[config.mk]
export PLATFORM = sky130hd
export DESIGN_NAME = divmod_arb_flat
export DESIGN_NICKNAME = d
export VERILOG_FILES = /design/src/rtl/divmod_arb_pkg.sv /design/src/rtl/divmod_arb_if.sv /design/src/rtl/divmod_arb_rr_arbiter.sv /design/src/rtl/divmod_arb.sv /design/src/flat_wrapper.sv
export SDC_FILE = /design/constraint.sdc
export NUM_CORES = 1
export LEC_CHECK = 0
export ABC_AREA = 0
export BUFFER_PORTS_ARGS = -buffer_cell sky130_fd_sc_hd__buf_2
export CAP_MARGIN = 20
export CORE_AREA = 2 2 92 94
export DETAILED_ROUTE_END_ITERATION = 10
export DIE_AREA = 0 0 94 96
export HOLD_SLACK_MARGIN = 0.05
export PLACE_DENSITY = 0.72
export SETUP_SLACK_MARGIN = 0.2
export SLEW_MARGIN = 20
export SYNTH_ARGS = -nofsm -noshare
export SYNTH_HDL_FRONTEND = slang
export SYNTH_SLANG_ARGS = --single-unit
[constraint.sdc]
create_clock -name clk -period 2.07 [get_ports clk]
set_clock_uncertainty 0.15 [all_clocks]
set_input_delay 0 -clock clk [delete_from_list [all_inputs] [get_ports clk]]
set_output_delay 0 -clock clk [all_outputs]
set_load 0.05 [all_outputs]
[src/rtl/divmod_arb_pkg.sv]
// Shared types for the divmod_arb scheduler: FSM state encoding and the
// requester-count derivation used by the arbiter and its requester blocks.
package divmod_arb_pkg;

  localparam int WIDTH_LOG_DEF = 4;
  localparam int NREQ_LOG_DEF  = 2;

  typedef enum logic [1:0] {
    ST_IDLE = 2'd0,
    ST_GO   = 2'd1,
    ST_WAIT = 2'd2
  } state_e;

  function automatic int nreq_of(input int nreq_log);
    return 1 << nreq_log;
  endfunction

endpackage

[src/rtl/divmod_arb_if.sv]
// Requester-side and divider-side signal bundle for divmod_arb.
// slave = the scheduler's view, master = requesters plus the attached divmod.
interface divmod_arb_if
  import divmod_arb_pkg::*;
#(
  parameter int WIDTH_LOG = WIDTH_LOG_DEF,
  parameter int NREQ_LOG  = NREQ_LOG_DEF
);
  localparam int WIDTH = 1 << WIDTH_LOG;
  localparam int NREQ  = nreq_of(NREQ_LOG);

  logic [NREQ-1:0]       req;
  logic [NREQ*WIDTH-1:0] num_flat;
  logic [NREQ*WIDTH-1:0] den_flat;
  logic [NREQ-1:0]       done;
  logic [WIDTH-1:0]      quot;
  logic [WIDTH-1:0]      rem;
  logic                  error;
  logic                  busy;
  logic                  dm_go;
  logic [WIDTH-1:0]      dm_num;
  logic [WIDTH-1:0]      dm_den;
  logic                  dm_ready;
  logic                  dm_error;
  logic [WIDTH-1:0]      dm_quot;
  logic [WIDTH-1:0]      dm_rem;

  modport slave (
    input  req, num_flat, den_flat, dm_ready, dm_error, dm_quot, dm_rem,
    output done, quot, rem, error, busy, dm_go, dm_num, dm_den
  );

  modport master (
    output req, num_flat, den_flat, dm_ready, dm_error, dm_quot, dm_rem,
    input  done, quot, rem, error, busy, dm_go, dm_num, dm_den
  );

endinterface

[src/rtl/divmod_arb_rr_arbiter.sv]
// Round-robin arbiter: one-hot grant searched from the slot after the last
// advanced winner; slot 0 has top priority out of reset.
module rr_arbiter
  import divmod_arb_pkg::*;
#(
  parameter int NREQ_LOG = NREQ_LOG_DEF
) (
  input  logic                           clk,
  input  logic                           rst_n,
  input  logic [nreq_of(NREQ_LOG)-1:0]   req_i,
  input  logic                           advance_i,
  output logic [nreq_of(NREQ_LOG)-1:0]   grant_o
);
  localparam int NREQ = nreq_of(NREQ_LOG);

  logic [NREQ_LOG-1:0] ptr_q;
  logic [NREQ_LOG-1:0] ptr_d;
  logic [NREQ_LOG-1:0] cand_s;
  logic [NREQ_LOG-1:0] win_idx_s;
  logic                found_s;

  // Rotating priority scan; the index wraps naturally at NREQ_LOG bits.
  always_comb begin
    grant_o   = '0;
    cand_s    = ptr_q;
    win_idx_s = ptr_q;
    found_s   = 1'b0;
    for (int k = 0; k < NREQ; k++) begin
      cand_s = ptr_q + NREQ_LOG'(k);
      if (!found_s && req_i[cand_s]) begin
        found_s   = 1'b1;
        win_idx_s = cand_s;
      end else begin
        found_s   = found_s;
      end
    end
    if (found_s) begin
      grant_o[win_idx_s] = 1'b1;
    end else begin
      grant_o = '0;
    end
    if (advance_i && found_s) begin
      ptr_d = win_idx_s + NREQ_LOG'(1);
    end else begin
      ptr_d = ptr_q;
    end
  end

  // Priority pointer register.
  always_ff @(posedge clk or negedge rst_n) begin
    if (!rst_n) begin
      ptr_q <= '0;
    end else begin
      ptr_q <= ptr_d;
    end
  end

endmodule

[src/rtl/divmod_arb.sv]
// Shares one iterative divmod among NREQ requesters, one division in flight.
// Option: DIVMOD_ARB_DIV0_BYPASS_EN answers zero divisors from IDLE without the divider.
module divmod_arb
  import divmod_arb_pkg::*;
#(
  parameter int WIDTH_LOG = WIDTH_LOG_DEF,
  parameter int NREQ_LOG  = NREQ_LOG_DEF
) (
  input  logic         clk,
  input  logic         rst_n,
  divmod_arb_if.slave  bus
);
  localparam int WIDTH = 1 << WIDTH_LOG;
  localparam int NREQ  = nreq_of(NREQ_LOG);

  state_e            state_q;
  state_e            state_d;
  logic [NREQ-1:0]   grant_q;
  logic [NREQ-1:0]   grant_d;
  logic [NREQ-1:0]   done_q;
  logic [NREQ-1:0]   done_d;
  logic [WIDTH-1:0]  quot_q;
  logic [WIDTH-1:0]  quot_d;
  logic [WIDTH-1:0]  rem_q;
  logic [WIDTH-1:0]  rem_d;
  logic              error_q;
  logic              error_d;
  logic [NREQ-1:0]   req_masked_s;
  logic [NREQ-1:0]   arb_grant_s;
  logic              advance_s;
  logic [WIDTH-1:0]  grant_num_s;
  logic [WIDTH-1:0]  grant_den_s;

  // A requester whose done is pulsing cannot win again in that same cycle.
  assign req_masked_s = bus.req & ~done_q;

  rr_arbiter #(
    .NREQ_LOG (NREQ_LOG)
  ) u_rr_arbiter (
    .clk       (clk),
    .rst_n     (rst_n),
    .req_i     (req_masked_s),
    .advance_i (advance_s),
    .grant_o   (arb_grant_s)
  );

  // AND-OR operand mux on the registered grant; all-zero grant gives zero operands.
  always_comb begin
    grant_num_s = '0;
    grant_den_s = '0;
    for (int i = 0; i < NREQ; i++) begin
      grant_num_s = grant_num_s | (bus.num_flat[i*WIDTH +: WIDTH] & {WIDTH{grant_q[i]}});
      grant_den_s = grant_den_s | (bus.den_flat[i*WIDTH +: WIDTH] & {WIDTH{grant_q[i]}});
    end
  end

`ifdef DIVMOD_ARB_DIV0_BYPASS_EN
  logic [WIDTH-1:0] win_den_s;

  // Divisor of the requester winning arbitration this cycle.
  always_comb begin
    win_den_s = '0;
    for (int i = 0; i < NREQ; i++) begin
      win_den_s = win_den_s | (bus.den_flat[i*WIDTH +: WIDTH] & {WIDTH{arb_grant_s[i]}});
    end
  end
`endif

  // Next-state and result capture for the IDLE -> GO -> WAIT sequence.
  always_comb begin
    state_d   = state_q;
    grant_d   = grant_q;
    done_d    = '0;
    quot_d    = quot_q;
    rem_d     = rem_q;
    error_d   = error_q;
    advance_s = 1'b0;
    case (state_q)
      ST_IDLE: begin
        if ((|req_masked_s) && bus.dm_ready) begin
          advance_s = 1'b1;
          grant_d   = arb_grant_s;
`ifdef DIVMOD_ARB_DIV0_BYPASS_EN
          if (win_den_s == '0) begin
            done_d  = arb_grant_s;
            quot_d  = '0;
            rem_d   = '0;
            error_d = 1'b1;
            state_d = ST_IDLE;
          end else begin
            state_d = ST_GO;
          end
`else
          state_d = ST_GO;
`endif
        end else begin
          state_d = ST_IDLE;
        end
      end
      ST_GO: begin
        state_d = ST_WAIT;
      end
      ST_WAIT: begin
        // dm_ready is stale during GO, so it is only trusted from here on.
        if (bus.dm_ready) begin
          state_d = ST_IDLE;
          done_d  = grant_q;
          if (bus.dm_error) begin
            quot_d  = '0;
            rem_d   = '0;
            error_d = 1'b1;
          end else begin
            quot_d  = bus.dm_quot;
            rem_d   = bus.dm_rem;
            error_d = 1'b0;
          end
        end else begin
          state_d = ST_WAIT;
        end
      end
      default: begin
        state_d = ST_IDLE;
      end
    endcase
  end

  // State, grant and result registers.
  always_ff @(posedge clk or negedge rst_n) begin
    if (!rst_n) begin
      state_q <= ST_IDLE;
      grant_q <= '0;
      done_q  <= '0;
      quot_q  <= '0;
      rem_q   <= '0;
      error_q <= 1'b0;
    end else begin
      state_q <= state_d;
      grant_q <= grant_d;
      done_q  <= done_d;
      quot_q  <= quot_d;
      rem_q   <= rem_d;
      error_q <= error_d;
    end
  end

  assign bus.done   = done_q;
  assign bus.quot   = quot_q;
  assign bus.rem    = rem_q;
  assign bus.error  = error_q;
  assign bus.busy   = (state_q != ST_IDLE);
  assign bus.dm_go  = (state_q == ST_GO);
  assign bus.dm_num = grant_num_s;
  assign bus.dm_den = grant_den_s;

endmodule
[src/flat_wrapper.sv]
// flat-port wrapper written by rule: the top's interface ports become plain ports
module divmod_arb_flat import divmod_arb_pkg::*;
#(
  parameter int WIDTH_LOG = WIDTH_LOG_DEF,
  parameter int NREQ_LOG  = NREQ_LOG_DEF
)
  (clk, rst_n, bus_req, bus_num_flat, bus_den_flat, bus_dm_ready, bus_dm_error, bus_dm_quot, bus_dm_rem, bus_done, bus_quot, bus_rem, bus_error, bus_busy, bus_dm_go, bus_dm_num, bus_dm_den);
  divmod_arb_if #(.WIDTH_LOG(WIDTH_LOG), .NREQ_LOG(NREQ_LOG)) bus_i ();
  input  logic clk;
  input  logic rst_n;
  input wire logic [$bits(bus_i.req)-1:0] bus_req;
  input wire logic [$bits(bus_i.num_flat)-1:0] bus_num_flat;
  input wire logic [$bits(bus_i.den_flat)-1:0] bus_den_flat;
  input wire logic [$bits(bus_i.dm_ready)-1:0] bus_dm_ready;
  input wire logic [$bits(bus_i.dm_error)-1:0] bus_dm_error;
  input wire logic [$bits(bus_i.dm_quot)-1:0] bus_dm_quot;
  input wire logic [$bits(bus_i.dm_rem)-1:0] bus_dm_rem;
  output wire logic [$bits(bus_i.done)-1:0] bus_done;
  output wire logic [$bits(bus_i.quot)-1:0] bus_quot;
  output wire logic [$bits(bus_i.rem)-1:0] bus_rem;
  output wire logic [$bits(bus_i.error)-1:0] bus_error;
  output wire logic [$bits(bus_i.busy)-1:0] bus_busy;
  output wire logic [$bits(bus_i.dm_go)-1:0] bus_dm_go;
  output wire logic [$bits(bus_i.dm_num)-1:0] bus_dm_num;
  output wire logic [$bits(bus_i.dm_den)-1:0] bus_dm_den;
  assign bus_i.req = bus_req;
  assign bus_i.num_flat = bus_num_flat;
  assign bus_i.den_flat = bus_den_flat;
  assign bus_i.dm_ready = bus_dm_ready;
  assign bus_i.dm_error = bus_dm_error;
  assign bus_i.dm_quot = bus_dm_quot;
  assign bus_i.dm_rem = bus_dm_rem;
  assign bus_done = bus_i.done;
  assign bus_quot = bus_i.quot;
  assign bus_rem = bus_i.rem;
  assign bus_error = bus_i.error;
  assign bus_busy = bus_i.busy;
  assign bus_dm_go = bus_i.dm_go;
  assign bus_dm_num = bus_i.dm_num;
  assign bus_dm_den = bus_i.dm_den;
  divmod_arb #(.WIDTH_LOG(WIDTH_LOG), .NREQ_LOG(NREQ_LOG)) u_core (.clk(clk), .rst_n(rst_n), .bus(bus_i));
endmodule
==> qor.csv <==
stage,metric,value,unit
synth,complex-gate fraction of the synthesized area,28.7,%
clock_tree,CTS Buf Count,5,
final_layout,Layout area overhead,65.9,%
synth,Post-Synth XOR/XNOR Area,0,%
timing,"Setup violations, final",0,
worst_hold_path,Min-Delay Path Class,primary input to asynchronous set/reset pin,
critical_path,CP Max Fanout,6,
timing,period utilisation layout,83.4,%
power,Seq pwr share,22.2,%
final_layout,nets,740,
drt,wire per inst,14.6,um
clock_tree,H-tree Lvls,2,
global_routing,initial antenna violation count,1,
critical_path,worst path arrival time,1790,ps
floorplan,Ports,239,
final_layout,share of layout cells above drive strength 1,45.1,%
timing,fin crit period,1730,ps
clock_tree,clk slew on worst S/H paths,90,ps
power,switch share,61.0,%
synth,warnings from Yosys,0,
floorplan,core box area,8050,sq um
floorplan,Die X-Extent,94,um
power,worst vdd ir,0.000970,V
placement,hpwl dp,7250,um
critical_path,"Cell Chain, Critical Path","and3b_1, o21ai_1, a21oi_1, or3_1, a31oi_1",
run_status,status,finished clean,
timing,highest achievable clock rate,579,MHz
synth,Synth Area in Adders,0,%
global_routing,largest net degree at the start of global routing,68,
floorplan,DIE HEIGHT,96,um
power,Pwr Total,6900,uW
critical_path,startpoint types,flop,
synth,"Avg Cell Area, Syn",8.37,sq um
synth,mux contribution to synthesized area,0.430,%
floorplan,initial cell density of the core,32.5,%
synth,Mapped Area,2620,sq um
critical_path,Crit Path Category,flop to flop,
timing,final slew viol count,0,
placement,Buffers on Ports,238,
floorplan,die area,9020,sq um
clock_tree,TritonCTS clock tree,built,
timing,worst slew pin tran,577,ps
timing,relative slew slack,61.5,%
synth,count of cell types in the netlist,32,
synth,simple-gate portion of the synthesized area,23.4,%
final_layout,Final Core Density,54.0,%
synth,Synth Register Bits,45,
drt,post-route ant nets,0,
power,Cell Pwr Density,1590,nW/um^2
power,Leakage,0.00235,uW
synth,largest family of logic cells by synthesized area,compound AO/OA/AOI/OAI gates,
global_routing,GR Overflow Total,0,
synth,Post-Syn Nets,481,
global_routing,first-pass GRT wire length,13900,um
clock_tree,postcts setup bufs,0,
timing,final hold vios,0,
timing,setup TNS,0,ps
critical_path,CP peak stage delay,460,ps
drt,Iter 0 DRT Violations,172,
drt,Routed WL,9870,um
power,Int Power,2690,uW
drt,detailed-route via count,3344,
synth,"Seq/Total Area, Yosys",43.0,%
synth,Post-Synthesis Cells,313,
power,combinational share of power,70.0,%
clock_tree,clk sinks,45,
power,part of the power in the clock network,7.9,%
global_routing,Total GRT Usage,19.4,%
drt,Vias/cell,4.93,
timing,unrepaired setup endpoints after global routing,no,
critical_path,Worst EP required,2130,ps
critical_path,CP Capture Type,flop,
flow_run,max cap viols,0,
floorplan,row cnt,33,
placement,global placement routability congestion,0.790,
drt,DR pass1 iterations,6,
critical_path,R2R setup slack,340,ps
clock_tree,Worst-Skew Late Latency,290,ps
power,Switching Power,4210,uW
clock_tree,CTS Buffer Depth,2,
critical_path,slowest CP cell,dfrtp_1,
clock_tree,Root Buffer Master,clkbuf_8,
drt,detailed-route DRC error count,0,
global_routing,vias in the first global route,2932,
[cells in the mapped netlist, drive strengths merged]
library cell / number / area, sq um
o21a: 1 / 7.51
nand2b: 36 / 233
a22oi: 65 / 493
nand3: 1 / 5.00
a31oi: 1 / 6.26
nor2b: 4 / 25.0
o221ai: 1 / 15.0
nor2: 10 / 37.5
inv: 4 / 15.0
a21oi: 1 / 5.00
or3: 1 / 6.26
nand3b: 1 / 7.51
or2: 2 / 12.5
mux2: 1 / 11.3
a211o: 2 / 17.5
and2: 1 / 6.26
clkbuf: 24 / 90.1
and3b: 1 / 8.76
nand2: 67 / 251
a31o: 2 / 17.5
dfrtp: 45 / 1130
o22ai: 1 / 6.26
o31ai: 1 / 7.51
clkinv: 1 / 5.00
nor3b: 2 / 20.0
buf: 2 / 8.75
o21ai: 35 / 175
[path summary, 6_finish.rpt]
| check | end | depth (start not counted) | startpoint |
|---|---|---|---|
| worst max-delay path | u_core.u_rr_arbiter.ptr_q[1] | 5 | u_core.u_rr_arbiter.ptr_q[1] |
| worst min-delay path | u_core.bus.quot[8] | 2 | rst_n |
| worst max register to register | u_core.u_rr_arbiter.ptr_q[1] | 5 | u_core.u_rr_arbiter.ptr_q[1] |
| worst min register to register | u_core.bus.rem[9] | 2 | u_core.bus.rem[9] |
| max in group asynchronous | u_core.bus.rem[7] | 3 | rst_n |
| min in group clk | u_core.bus.rem[8] | 3 | bus_dm_error |
[cells in the final DEF, fill, tap and decap left out, types with 2 or more instances in the layout]
master         instances
o21ai_0               18
or2_2                  2
o21ai_1               17
clkbuf_8               5
inv_1                  4
buf_12                 2
dlygate4sd3_1         34
buf_4                  3
buf_2                238
nand2b_1              35
dfrtp_1               45
a22oi_1               64
a31o_1                 2
nor2b_1                4
nand2_1               67
a211o_1                2
nor2_1                10
[stage by stage]
stage / worst slack [ps] / cell area (sq um) / std cells / hold slack, ps
after floorplan: 206 / 2620 / 313 / -446
after global placement: 426 / 3910 / 636 / -141
after detailed placement: 368 / 3910 / 636 / -116
after CTS: 290 / 4340 / 677 / 83.5
after global routing: 229 / 4350 / 678 / 117
final: 344 / 4350 / 678 / 83.1
[cell type report]
cell class / count / area, sq um
fill: 759 / 3710
sequential: 45 / 1130
timing repair buffer: 278 / 1610
multi-input combinational: 237 / 1380
clock buffer: 5 / 68.8
antenna: 1 / 2.50
clock inverter: 2 / 16.3
tap: 105 / 131
inverter: 5 / 20.0
[state kept, by name, indices dropped and copies added, names as in the netlist]
register and cells:
u_core.bus.quot 16, u_core.bus.rem 16, u_core.bus.done 4, u_core.u_rr_arbiter.ptr_q 2, u_core.grant_q 4, u_core.state_q 2
u_core.bus.error 1
[logic make-up (layout without fill, tap and decap cells)]
family / count (synthesis) / count (layout)
AOI/OAI and AO/OA: 110 / 110
buffers and inverters: 31 / 290
DFF: 45 / 45
muxes: 1 / 1
other: 0 / 1
and+or+nand+nor: 126 / 126
[what timing repair did]
action / 4_1_cts / 5_1_grt
hold endpoints to repair: 81 / 0
endpoints found under the setup margin: 0 / 15
resized for setup: 0 / 1
hold buffers: 34 / 0
[metal layers]
| metal | global-route usage (%) | vias up | part of all wire (%) |
|---|---|---|---|
| met1 | 24.2 | 1562 | 39 |
| met2 | 33.3 | 151 | 51 |
| met5 | 0 | - | 0 |
| met3 | 5.09 | 8 | 8.1 |
| met4 | 5.56 | 0 | 1.4 |
| li1 | - | 1623 | - |
[power groups by stage]
| stage | sequential, uW | combinational [uW] | clock (uW) |
|---|---|---|---|
| floorplan | 2700 | 2430 | 0 |
| global placement | 1520 | 4710 | 0 |
| detailed placement | 1530 | 4760 | 0 |
| CTS | 1520 | 4810 | 559 |
| global route | 1580 | 5120 | 602 |
| finish | 1530 | 4830 | 542 |
[critical path, delay by kind of cell (launching register included)]
family           cells  cell delay (ps)
AO/OA/AOI/OAI        3              420
flip-flops           1              460
AND/OR/NAND/NOR      2              610
(Power assumes the default switching activity.)
